File: src/rtl/icache_line_fill_responder.sv
// Memory-side line-fill responder for the instruction cache.
// Reads one cache line from synchronous instruction memory and streams it back
// critical-word-first with wrap-around. Supports response backpressure, abort
// on flush/redirect, and an error beat for out-of-range requests.
module icache_line_fill_responder #(
  parameter int unsigned LINE_WORDS  = 8,
  parameter int unsigned MEM_WORDS   = 16384,
  parameter int unsigned WAIT_CYCLES = 2
) (
  input  logic                          CLK,
  input  logic                          RST_N,
  input  logic                          REQ_VALID,
  output logic                          REQ_READY,
  input  logic [31:0]                   REQ_ADDR,
  input  logic                          ABORT,
  output logic                          MEM_RDEN,
  output logic [$clog2(MEM_WORDS)-1:0]  MEM_ADDR,
  input  logic [31:0]                   MEM_DATA,
  output logic                          RSP_VALID,
  input  logic                          RSP_READY,
  output logic [31:0]                   RSP_DATA,
  output logic [$clog2(LINE_WORDS)-1:0] RSP_WORD_IDX,
  output logic                          RSP_LAST,
  output logic                          RSP_ERR
);

  localparam int unsigned AW        = $clog2(MEM_WORDS);
  localparam int unsigned IW        = $clog2(LINE_WORDS);
  localparam int unsigned BW        = AW - IW;
  localparam int unsigned WCW       = (WAIT_CYCLES > 1) ? $clog2(WAIT_CYCLES) : 1;
  localparam int unsigned WAIT_LAST = (WAIT_CYCLES > 0) ? WAIT_CYCLES - 1 : 0;
  localparam int unsigned BEAT_LAST = LINE_WORDS - 1;

  typedef enum logic [2:0] {
    S_IDLE  = 3'd0,
    S_WAIT  = 3'd1,
    S_ISSUE = 3'd2,
    S_CAPT  = 3'd3,
    S_RESP  = 3'd4,
    S_ERR   = 3'd5
  } state_t;

  state_t           state;
  state_t           state_nxt;

  logic [BW-1:0]    line_base;
  logic [IW-1:0]    start_idx;
  logic [IW-1:0]    cur_idx;
  logic [IW-1:0]    beat_cnt;
  logic [WCW-1:0]   wait_cnt;
  logic [31:0]      data_reg;

  logic             accept;
  logic             req_oor;
  logic             last_beat;
  logic             wait_done;
  logic             busy_abort;
  logic             unused_addr_bits;

  // Byte-offset bits of the request address carry no information here
  assign unused_addr_bits = ^REQ_ADDR[1:0];

  // Request handshake and request decode
  assign accept     = REQ_VALID & REQ_READY;
  assign req_oor    = (REQ_ADDR[31:2] >= 30'(MEM_WORDS));
  assign last_beat  = (beat_cnt == IW'(BEAT_LAST));
  assign wait_done  = (wait_cnt == WCW'(WAIT_LAST));
  assign busy_abort = (state != S_IDLE) & ABORT;

  // State register
  always_ff @(posedge CLK or negedge RST_N) begin
    if (!RST_N) begin
      state <= S_IDLE;
    end else begin
      state <= state_nxt;
    end
  end

  // Next-state logic; abort from any busy state overrides the normal flow
  always_comb begin
    state_nxt = state;
    case (state)
      S_IDLE: begin
        if (accept) begin
          if (req_oor) begin
            state_nxt = S_ERR;
          end else if (WAIT_CYCLES > 0) begin
            state_nxt = S_WAIT;
          end else begin
            state_nxt = S_ISSUE;
          end
        end
      end
      S_WAIT: begin
        if (wait_done) begin
          state_nxt = S_ISSUE;
        end
      end
      S_ISSUE: state_nxt = S_CAPT;
      S_CAPT:  state_nxt = S_RESP;
      S_RESP: begin
        if (RSP_READY) begin
          state_nxt = last_beat ? S_IDLE : S_ISSUE;
        end
      end
      S_ERR: begin
        if (RSP_READY) begin
          state_nxt = S_IDLE;
        end
      end
      default: state_nxt = S_IDLE;
    endcase
    if (busy_abort) begin
      state_nxt = S_IDLE;
    end
  end

  // Fill context: line base, word indices, beat/wait counters, captured data
  always_ff @(posedge CLK or negedge RST_N) begin
    if (!RST_N) begin
      line_base <= '0;
      start_idx <= '0;
      cur_idx   <= '0;
      beat_cnt  <= '0;
      wait_cnt  <= '0;
      data_reg  <= '0;
    end else if (accept) begin
      line_base <= REQ_ADDR[2+AW-1:2+IW];
      start_idx <= REQ_ADDR[2+IW-1:2];
      cur_idx   <= REQ_ADDR[2+IW-1:2];
      beat_cnt  <= '0;
      wait_cnt  <= '0;
      data_reg  <= '0;
    end else if (busy_abort) begin
      data_reg  <= '0;
    end else begin
      case (state)
        S_WAIT: begin
          wait_cnt <= WCW'(wait_cnt + 1'b1);
        end
        S_CAPT: begin
          data_reg <= MEM_DATA;
        end
        S_RESP: begin
          if (RSP_READY && !last_beat) begin
            cur_idx  <= IW'(cur_idx + 1'b1);
            beat_cnt <= IW'(beat_cnt + 1'b1);
          end
        end
        default: ;
      endcase
    end
  end

  // State-decoded outputs; only registered context feeds the data fields
  always_comb begin
    REQ_READY    = (state == S_IDLE) & ~ABORT;
    MEM_RDEN     = 1'b0;
    MEM_ADDR     = '0;
    RSP_VALID    = 1'b0;
    RSP_DATA     = '0;
    RSP_WORD_IDX = '0;
    RSP_LAST     = 1'b0;
    RSP_ERR      = 1'b0;
    case (state)
      S_ISSUE: begin
        MEM_RDEN = 1'b1;
        MEM_ADDR = {line_base, cur_idx};
      end
      S_RESP: begin
        RSP_VALID    = 1'b1;
        RSP_DATA     = data_reg;
        RSP_WORD_IDX = cur_idx;
        RSP_LAST     = last_beat;
      end
      S_ERR: begin
        RSP_VALID    = 1'b1;
        RSP_WORD_IDX = start_idx;
        RSP_LAST     = 1'b1;
        RSP_ERR      = 1'b1;
      end
      default: ;
    endcase
  end

endmodule

File: config.mk
export PLATFORM = sky130hd
export DESIGN_NAME = icache_line_fill_responder
export DESIGN_NICKNAME = d
export VERILOG_FILES = /design/src/rtl/icache_line_fill_responder.sv
export SDC_FILE = /design/constraint.sdc
export NUM_CORES = 1
export LEC_CHECK = 0
export CORE_MARGIN = 3
export CORE_UTILIZATION = 45
export CTS_CLUSTER_SIZE = 8
export DETAILED_ROUTE_END_ITERATION = 7
export GPL_TIMING_DRIVEN = 0
export PLACE_DENSITY_LB_ADDON = 0.1
export SLEW_MARGIN = 20
export SYNTH_ARGS = -nofsm -noshare
export SYNTH_HDL_FRONTEND = slang
export SYNTH_SLANG_ARGS = --single-unit
export TNS_END_PERCENT = 50
File: constraint.sdc
create_clock -name CLK -period 4.5 [get_ports CLK]
set_input_delay 0.9 -clock CLK [delete_from_list [all_inputs] [get_ports CLK]]
set_output_delay 0.9 -clock CLK [all_outputs]
set_load 0.03 [all_outputs]
==> flow_summary.yaml, run 1 <==
yosys:
  synth_edf_count: 0
  syn_inst: 328
  synth_area_leaders: "dfrtp_1, nand2_1, and3_1"
  synth_seq_cells: 56
  synth_top_area_share_pct: 50.00
  synth_largest_area_cell: "dfrtp_1"
  syn_area_per_cell_um2: 8.545
  ys_seq_area_share_pct: 50.00
  synth_nets: 400
  async_flop_share_pct: 100.0
  synth-main-ff-cell: "dfrtp_1"
  yosys_warnings: 0
  yosysUniqueCellTypes: 36
  syn-cell-area_mm2: 0.002803
final_layout:
  num_antenna_cells: 0
  largest_register_ffs: 32
  final_nets: 527
  layout-drive-gt1-share_pct: 7.456
  layout_commonest_cell: "clkdlybuf4s50_1"
  fill_cells: 510
  syn_to_final_growth_pct: 50.45
  layout_common_cells: "clkdlybuf4s50_1, nand2_1, dfrtp_1"
floorplan:
  pin_count: 123
  die_w_um: 84.92
  fp.dieH_um: 84.92
  dieArea_mm2: 0.007211
  start_util_pct: 46.78
  core_mm2: 0.005991
  row_count: 28
sta:
  fin_worst_skew_ns: 0.005212
  hold_violations: 0
  period_needed_ns: 3.417
  slew_headroom_pct: 53.71
  finalSetupTns_ns: 0
  fmax_ghz: 0.2927
  finalCritPeriodShare_pct: 75.93
  drv_slew: 0
  worst_slew_pin_slew_ns: 0.6943
  rsz0062_at_grt: "no"
  setup-violations-final: 0
setup_path:
  worst_setup_path_start_kind: "flip-flop"
  path_buf_inv: 3
  cp_top_family: "buffers and inverters"
  required_ns: 3.60
  cp_slowest_stage_delay_ns: 0.67
  cp.arrival_ns: 2.52
  crit_start: "state[0]"
  cp_num_cells: 5
  crit_path_top_delay_cell: "clkdlybuf4s50_1"
  cp-end-kind: "primary output"
  r2r_cells: 7
  crit_chain: "buf_4, nor2_1, clkbuf_1, and3_1, clkdlybuf4s50_1"
  worst-path-max-fanout: 10
  crit_type: "flip-flop to primary output"
  crit_path_end: "MEM_ADDR[4]"
  reg2reg_slack_ns: 2.67
  reg2reg_to: "beat_cnt[0]"
  regToRegStartpoint: "beat_cnt[0]"
clock_network:
  clock_latency_ns: 0.30
  cts.clk_slew.worst_paths_ns: 0.10
  cts_tree: "built"
  cts_resized: 0
  cts_root_buffer: "clkbuf_8"
  ctsHoldBuffers: 0
  cts.sinks: 56
  numCtsBuffers: 5
  h-tree-depth: 2
  cts_buffer_depth: 2
  cts_setup_buffers: 0
global_route:
  grt_max_degree: 57
  overflow: 0
  track_usage_pct: 21.29
  grt_pass1_vias: 2770
  grt_pass1_wl_um: 12560
  antenna_found_initial: 0
power:
  power_density_mw_per_mm2: 413.0
  leakagePower_nw: 1.963
  irDropWorstVdd_mv: 0.3491
  total_power_mw: 1.741
drt:
  drt-initial-drc-count: 106
  wl_per_cell_um: 14.19
  drc: 0
  via_per_inst: 5.056
  routed_wl_um: 7536
  vias: 2685
  dr.pass1.iters: 4
  drtAntennaViolNets: 0
status:
  status: "complete, no violations"
placement:
  io_buffers: 120
  dp_hpwl_um: 5601
  place_congestion: 0.8633
worst_hold_path:
  min_path_type: "flip-flop to flip-flop"
flow_run:
  cap_violations: 0
==> cell families (layout without fill, tap and decap cells) <==
kind of cell               after synthesis  in the layout  synth area share, %
AOI/OAI and AO/OA                       47             47                9.464
xor gates and xnor gates                 2              2               0.6251
adders and majority gates                3              3                1.339
and+or+nand+nor                        185            185                31.25
DFF                                     56             56                50.00
muxes                                    6              6                2.188
buffers and inverters                   29            157                5.134
==> Yosys cell counts, drive strengths merged, types with 2 or more instances <==
| cell | number |
|---|---|
| o21ai | 6 |
| dfrtp | 56 |
| xnor2 | 2 |
| nor3b | 2 |
| ha | 3 |
| nand2 | 110 |
| a22o | 2 |
| nor2 | 12 |
| a211oi | 2 |
| nor3 | 2 |
| inv | 4 |
| nor4 | 5 |
| clkbuf | 10 |
| and3 | 47 |
| mux2i | 5 |
| buf | 15 |
| a21oi | 34 |
==> report_power, final <==
group	switching, mW	internal [mW]
clock	0.158	0.182
combinational	0.430	0.284
sequential	0.0714	0.616
==> area by class of cell <==
class                      count  area [um^2]  share of cell area [%]
buffer                        25        128.9                   3.056
clock buffer                   6        82.58                   1.958
clock inverter                 2        38.79                  0.9199
inverter                       4        15.01                  0.3561
multi-input combinational    243         1257                   29.82
sequential                    56         1401                   33.23
tap                           75        93.84                   2.226
timing repair buffer         120         1199                   28.43
==> layer usage <==
layer	track usage [%]	vias up	routed length [um]	share of wire [%]
met4	5.180	0	98	1.3
met2	37.01	93	3790	50
met5	0	-	0	0
li1	-	1347	-	-
met3	2.816	8	383	5.1
met1	28.32	1237	3263	43
==> tightest hold or removal path: stages (launching register included) <==
cell and delay (ns):
dfrtp_1 0.35, nand2_1 0.05, nand2_1 0.05
==> worst min path at each step <==
| stage | startpoint | to | slack, ns | cells past startpoint |
|---|---|---|---|---|
| after floorplan | line_base[0] | line_base[0] | 0.44 | 2 |
| after global placement | line_base[3] | line_base[3] | 0.45 | 2 |
| after detailed placement | line_base[6] | line_base[6] | 0.46 | 2 |
| after CTS | line_base[6] | line_base[6] | 0.48 | 2 |
| after global routing | start_idx[1] | start_idx[1] | 0.51 | 2 |
| final | line_base[5] | line_base[5] | 0.48 | 2 |
==> per-stage QoR <==
step | utilization (%) | cell area (um^2) | setup WS, ns | hold slack, ns | cells
floorplan | - | 2803 | 2.055 | 0.4379 | 328
global placement | 68.40 | 4098 | 0.7596 | 0.4496 | 523
finish | 70.38 | 4217 | 1.083 | 0.4763 | 531
detailed placement | 68.36 | 4095 | 1.195 | 0.4554 | 523
CTS | 70.38 | 4217 | 1.079 | 0.4799 | 531
global route | 70.38 | 4217 | 0.9330 | 0.5088 | 531
Power figures use the tool's default switching activity.
==> inputs of run 2 (changes only) <==
- CORE_UTILIZATION: 45 -> 38
- clock period: 4.5 -> 2.82 ns (I/O delays scaled with it)
==> run 2 against run 1 <==
Sequential share of layout area is 0.25 points higher; cell count increased by 4.0%; core utilization decreased by 10 points; via count is 0.74% higher; total power up 55%; global-route usage down 2.8 points; critical path type unchanged; largest cell class unchanged; highest routed layer unchanged.
==> flow_summary.yaml, run 2 (same netlist as run 1, synthesis figures left out) <==
power:
  power_density_mw_per_mm2: 646.3
  p_comb_share_pct: 42.3
  irDropWorstVdd_mv: 0.3906
  intPower_mw: 1.631
  power.share.clock_pct: 17.3
  leakagePower_nw: 2.179
  swShare_pct: 39.71
  total_power_mw: 2.705
  seq_power_share_pct: 40.5
  switchingPower_mw: 1.074
status:
  status: "complete, no violations"
global_route:
  overflow: 0
  track_usage_pct: 18.44
  grt_max_degree: 57
  grt_pass1_wl_um: 12810
  grt_pass1_vias: 2645
  antenna_found_initial: 0
floorplan:
  dieArea_mm2: 0.008442
  start_util_pct: 40.14
  row_count: 30
  die_w_um: 91.88
  core_mm2: 0.006982
  pin_count: 123
  fp.dieH_um: 91.88
clock_network:
  cts_tree: "built"
  ctsHoldBuffers: 0
  h-tree-depth: 2
  cts_root_buffer: "clkbuf_8"
  clock_latency_ns: 0.30
  cts_buffer_depth: 2
  cts_setup_buffers: 0
  cts.clk_slew.worst_paths_ns: 0.10
  cts.sinks: 56
  cts_resized: 42
  numCtsBuffers: 5
sta:
  period_needed_ns: 2.671
  rsz0062_at_grt: "no"
  finalSetupTns_ns: 0
  drv_slew: 0
  hold_violations: 0
  whs_ns: 0.3012
  worst_slew_pin_slew_ns: 0.7193
  fmax_ghz: 0.3743
  setup-violations-final: 0
  finalWorstSetupSlack_ns: 0.1486
  finalCritPeriodShare_pct: 94.73
  fin_worst_skew_ns: 0.005530
  slew_headroom_pct: 52.05
setup_path:
  cp_slowest_stage_delay_ns: 0.69
  crit_type: "flip-flop to primary output"
  cp_top_family: "buffers and inverters"
  cp-end-kind: "primary output"
  path_buf_inv: 2
  crit_chain: "buf_4, nor2_2, and3_1, clkdlybuf4s50_1"
  required_ns: 2.26
  cp.arrival_ns: 2.11
  worst-path-max-fanout: 10
  reg2reg_slack_ns: 0.98
  crit_path_top_delay_cell: "clkdlybuf4s50_1"
  worst_setup_path_start_kind: "flip-flop"
final_layout:
  fin_area_mm2: 0.004185
  layout_commonest_cell: "nand2_1"
  layout-drive-gt1-share_pct: 8.772
  syn_to_final_growth_pct: 49.33
  final_core_util_pct: 59.95
  largest_register_ffs: 32
  layout_common_cells: "nand2_1, clkdlybuf4s50_1, dfrtp_1"
  final_nets: 527
  fin_cells: 552
  num_antenna_cells: 0
  fill_cells: 676
drt:
  via_per_inst: 4.900
  routed_wl_um: 7859
  drtAntennaViolNets: 0
  dr.pass1.iters: 4
  drt-initial-drc-count: 112
  drc: 0
  vias: 2705
  wl_per_cell_um: 14.24
flow_run:
  cap_violations: 0
placement:
  dp_hpwl_um: 5724
  post_dp_cell_area_mm2: 0.004121
  dp.cells: 544
  dpl_worst_slack_ns: 0.07461
  place_congestion: 0.7445
  io_buffers: 120
worst_hold_path:
  min_path_type: "input pin to asynchronous set/reset pin"
run 2: worst paths after layout:
kind,startpoint,to,cells past startpoint
hold reg to reg,line_base[8],line_base[8],2
setup reg to reg,beat_cnt[0],beat_cnt[0],7
setup / recovery,state[0],MEM_ADDR[0],4
min in group CLK,line_base[8],line_base[8],2
hold / removal,RST_N,data_reg[7],1
max in group asynchronous,RST_N,beat_cnt[2],1
run 2: power by group through the flow:
| stage | sequential (mW) | clock (mW) | combinational [mW] |
|---|---|---|---|
| floorplan | 1.08 | 0 | 0.735 |
| global placement | 1.10 | 0 | 1.14 |
| detailed placement | 1.11 | 0 | 1.15 |
| CTS | 1.10 | 0.487 | 1.15 |
| global route | 1.12 | 0.510 | 1.27 |
| finish | 1.09 | 0.467 | 1.14 |
run 2: area by class of cell:
type | instances | area (um^2) | share of cell area (%)
sequential | 56 | 1401 | 33.48
timing repair buffer | 120 | 1157 | 27.65
clock buffer | 6 | 82.58 | 1.973
buffer | 25 | 135.1 | 3.229
clock inverter | 2 | 13.76 | 0.3288
multi-input combinational | 243 | 1260 | 30.10
tap | 96 | 120.1 | 2.870
inverter | 4 | 15.01 | 0.3587
run 2: routing by layer:
| metal | wire length [um] | track usage, % | vias up |
|---|---|---|---|
| met4 | 57 | 4.084 | 0 |
| met1 | 3589 | 24.66 | 1269 |
| met5 | 0 | 0 | - |
| li1 | - | - | 1347 |
| met2 | 3825 | 31.33 | 84 |
| met3 | 387 | 3.199 | 5 |
==> inputs of run 3 (changes only) <==
- PLACE_DENSITY_LB_ADDON: 0.1 -> 0.05
==> run 3 against run 2 <==
Final area is 0.30% higher; combinational power hardly changed; first-iteration DRC count is 19% higher; total power is 1.3% lower; critical path depth is 1 higher; sequential share of layout area is 0.10 points lower; sequential power hardly changed; core utilization is 0.18 points higher; global-route usage is 0.23 points higher; sequential cell count stayed put; count of clock-buffer cells in the layout is 1 lower; fmax is 0.28% lower; largest power group unchanged.
==> flow_summary.yaml, run 3 (same netlist as run 1, synthesis figures left out) <==
placement:
  place_congestion: 0.7528
  dp_hpwl_um: 5612
  dpl_worst_slack_ns: 0.03799
  dp.cells: 545
  post_dp_cell_area_mm2: 0.004149
  io_buffers: 120
clock_network:
  ctsHoldBuffers: 0
  cts_tree: "built"
  cts_buffer_depth: 2
  numCtsBuffers: 5
  cts_root_buffer: "clkbuf_8"
  cts_setup_buffers: 0
  clock_latency_ns: 0.30
  h-tree-depth: 2
  cts.clk_slew.worst_paths_ns: 0.10
  cts.sinks: 56
final_layout:
  final_core_util_pct: 60.13
  fin_area_mm2: 0.004198
  final_nets: 528
  multi_input_area_mm2: 0.001260
  fill_cells: 690
  syn_to_final_growth_pct: 49.78
  num_antenna_cells: 0
  fin_cells: 552
  layout_common_cells: "nand2_1, clkdlybuf4s50_1, dfrtp_1"
  layout_commonest_cell: "nand2_1"
  largest_register_ffs: 32
  layout-drive-gt1-share_pct: 8.772
  final-seq-area_mm2: 0.001401
drt:
  wl_met1_um: 3439
  routed_wl_um: 7740
  dr_wl_met3_um: 542
  dr_wl_met2_um: 3695
  drtAntennaViolNets: 0
  drt-initial-drc-count: 133
  via_per_inst: 4.857
  dr.pass1.iters: 4
  vias: 2681
  drc: 0
  highest_layer: "met4"
  wl_per_cell_um: 14.02
power:
  irDropWorstVdd_mv: 0.3939
  leakagePower_nw: 2.180
  power_density_mw_per_mm2: 636.1
  total_power_mw: 2.670
global_route:
  overflow: 0
  grt_pass1_wl_um: 12990
  antenna_found_initial: 0
  grt_pass1_vias: 2709
  track_usage_pct: 18.67
  grt_max_degree: 56
floorplan:
  fp.dieH_um: 91.88
  dieArea_mm2: 0.008442
  core_mm2: 0.006982
  start_util_pct: 40.14
  die_w_um: 91.88
  pin_count: 123
  row_count: 30
setup_path:
  cp_slowest_stage_delay_ns: 0.68
  reg2reg_to: "beat_cnt[0]"
  r2r_cells: 7
  path_buf_inv: 3
  regToRegStartpoint: "beat_cnt[0]"
  crit_path_frequent_cell: "inv_2"
  crit_chain: "inv_2, nand2_2, inv_2, and3_1, clkdlybuf4s50_1"
  worst_setup_path_start_kind: "flip-flop"
  crit_path_top_delay_cell: "clkdlybuf4s50_1"
  cp_top_family: "buffers and inverters"
  worst-path-max-fanout: 9
  cp_num_cells: 5
  cp-end-kind: "primary output"
  crit_type: "flip-flop to primary output"
  reg2reg_slack_ns: 0.97
  cp.arrival_ns: 2.11
  required_ns: 2.26
sta:
  fin_worst_skew_ns: 0.004832
  period_needed_ns: 2.679
  hold_violations: 0
  finalWorstSetupSlack_ns: 0.1411
  whs_ns: 0.03926
  fmax_ghz: 0.3733
  worst_slew_pin_slew_ns: 0.4596
  setup-violations-final: 0
  rsz0062_at_grt: "no"
  finalSetupTns_ns: 0
  slew_headroom_pct: 69.36
  finalCritPeriodShare_pct: 95.00
  drv_slew: 0
status:
  status: "complete, no violations"
worst_hold_path:
  min_path_type: "input pin to asynchronous set/reset pin"
flow_run:
  cap_violations: 0
run 3: cell types whose count changed in the layout (fill, tap and decap cells not counted), sizes merged:
| cell | change |
|---|---|
| buf | +1 |
| clkbuf | -1 |
| clkinvlp | +1 |
| inv | -1 |
run 3: repair_timing:
action | 4_1_cts | 5_1_grt
setup endpoints to repair | 39 | 5
cloned | 0 | 0
resized for setup | 42 | 4
run 3: worst max path at each step:
stage,endpoint,slack [ns],startpoint
2_1_floorplan,RSP_DATA[17],0.71,state[1]
3_3_place_gp,line_base[5],-0.69,RST_N
3_5_place_dp,MEM_ADDR[4],0.04,state[0]
4_1_cts,RSP_DATA[13],-0.05,state[1]
5_1_grt,MEM_ADDR[4],0.02,state[0]
6_report,RSP_DATA[31],0.14,state[1]
run 3: cell type report:
type | count | share of cell area [%]
multi-input cells | 243 | 30.01
inverters | 4 | 0.3577
clock buffers | 5 | 1.639
clock inverters | 2 | 0.2981
repair buffers | 121 | 28.23
plain buffers | 25 | 3.219
flip-flops and latches | 56 | 33.38
well taps | 96 | 2.861
run 3: report_power, final:
part           total [mW]  switching [mW]  internal (mW)  leakage [nW]
Sequential           1.10           0.117          0.982         0.750
Clock               0.425           0.255          0.169        0.0400
Combinational        1.15           0.696          0.451          1.39
Total                2.67            1.07           1.60          2.18
run 3: routing by layer:
| layer | vias up | track usage [%] |
|---|---|---|
| met3 | 5 | 3.363 |
| met4 | 0 | 4.208 |
| met2 | 87 | 31.33 |
| met5 | - | 0 |
| met1 | 1238 | 25.21 |
| li1 | 1351 | - |
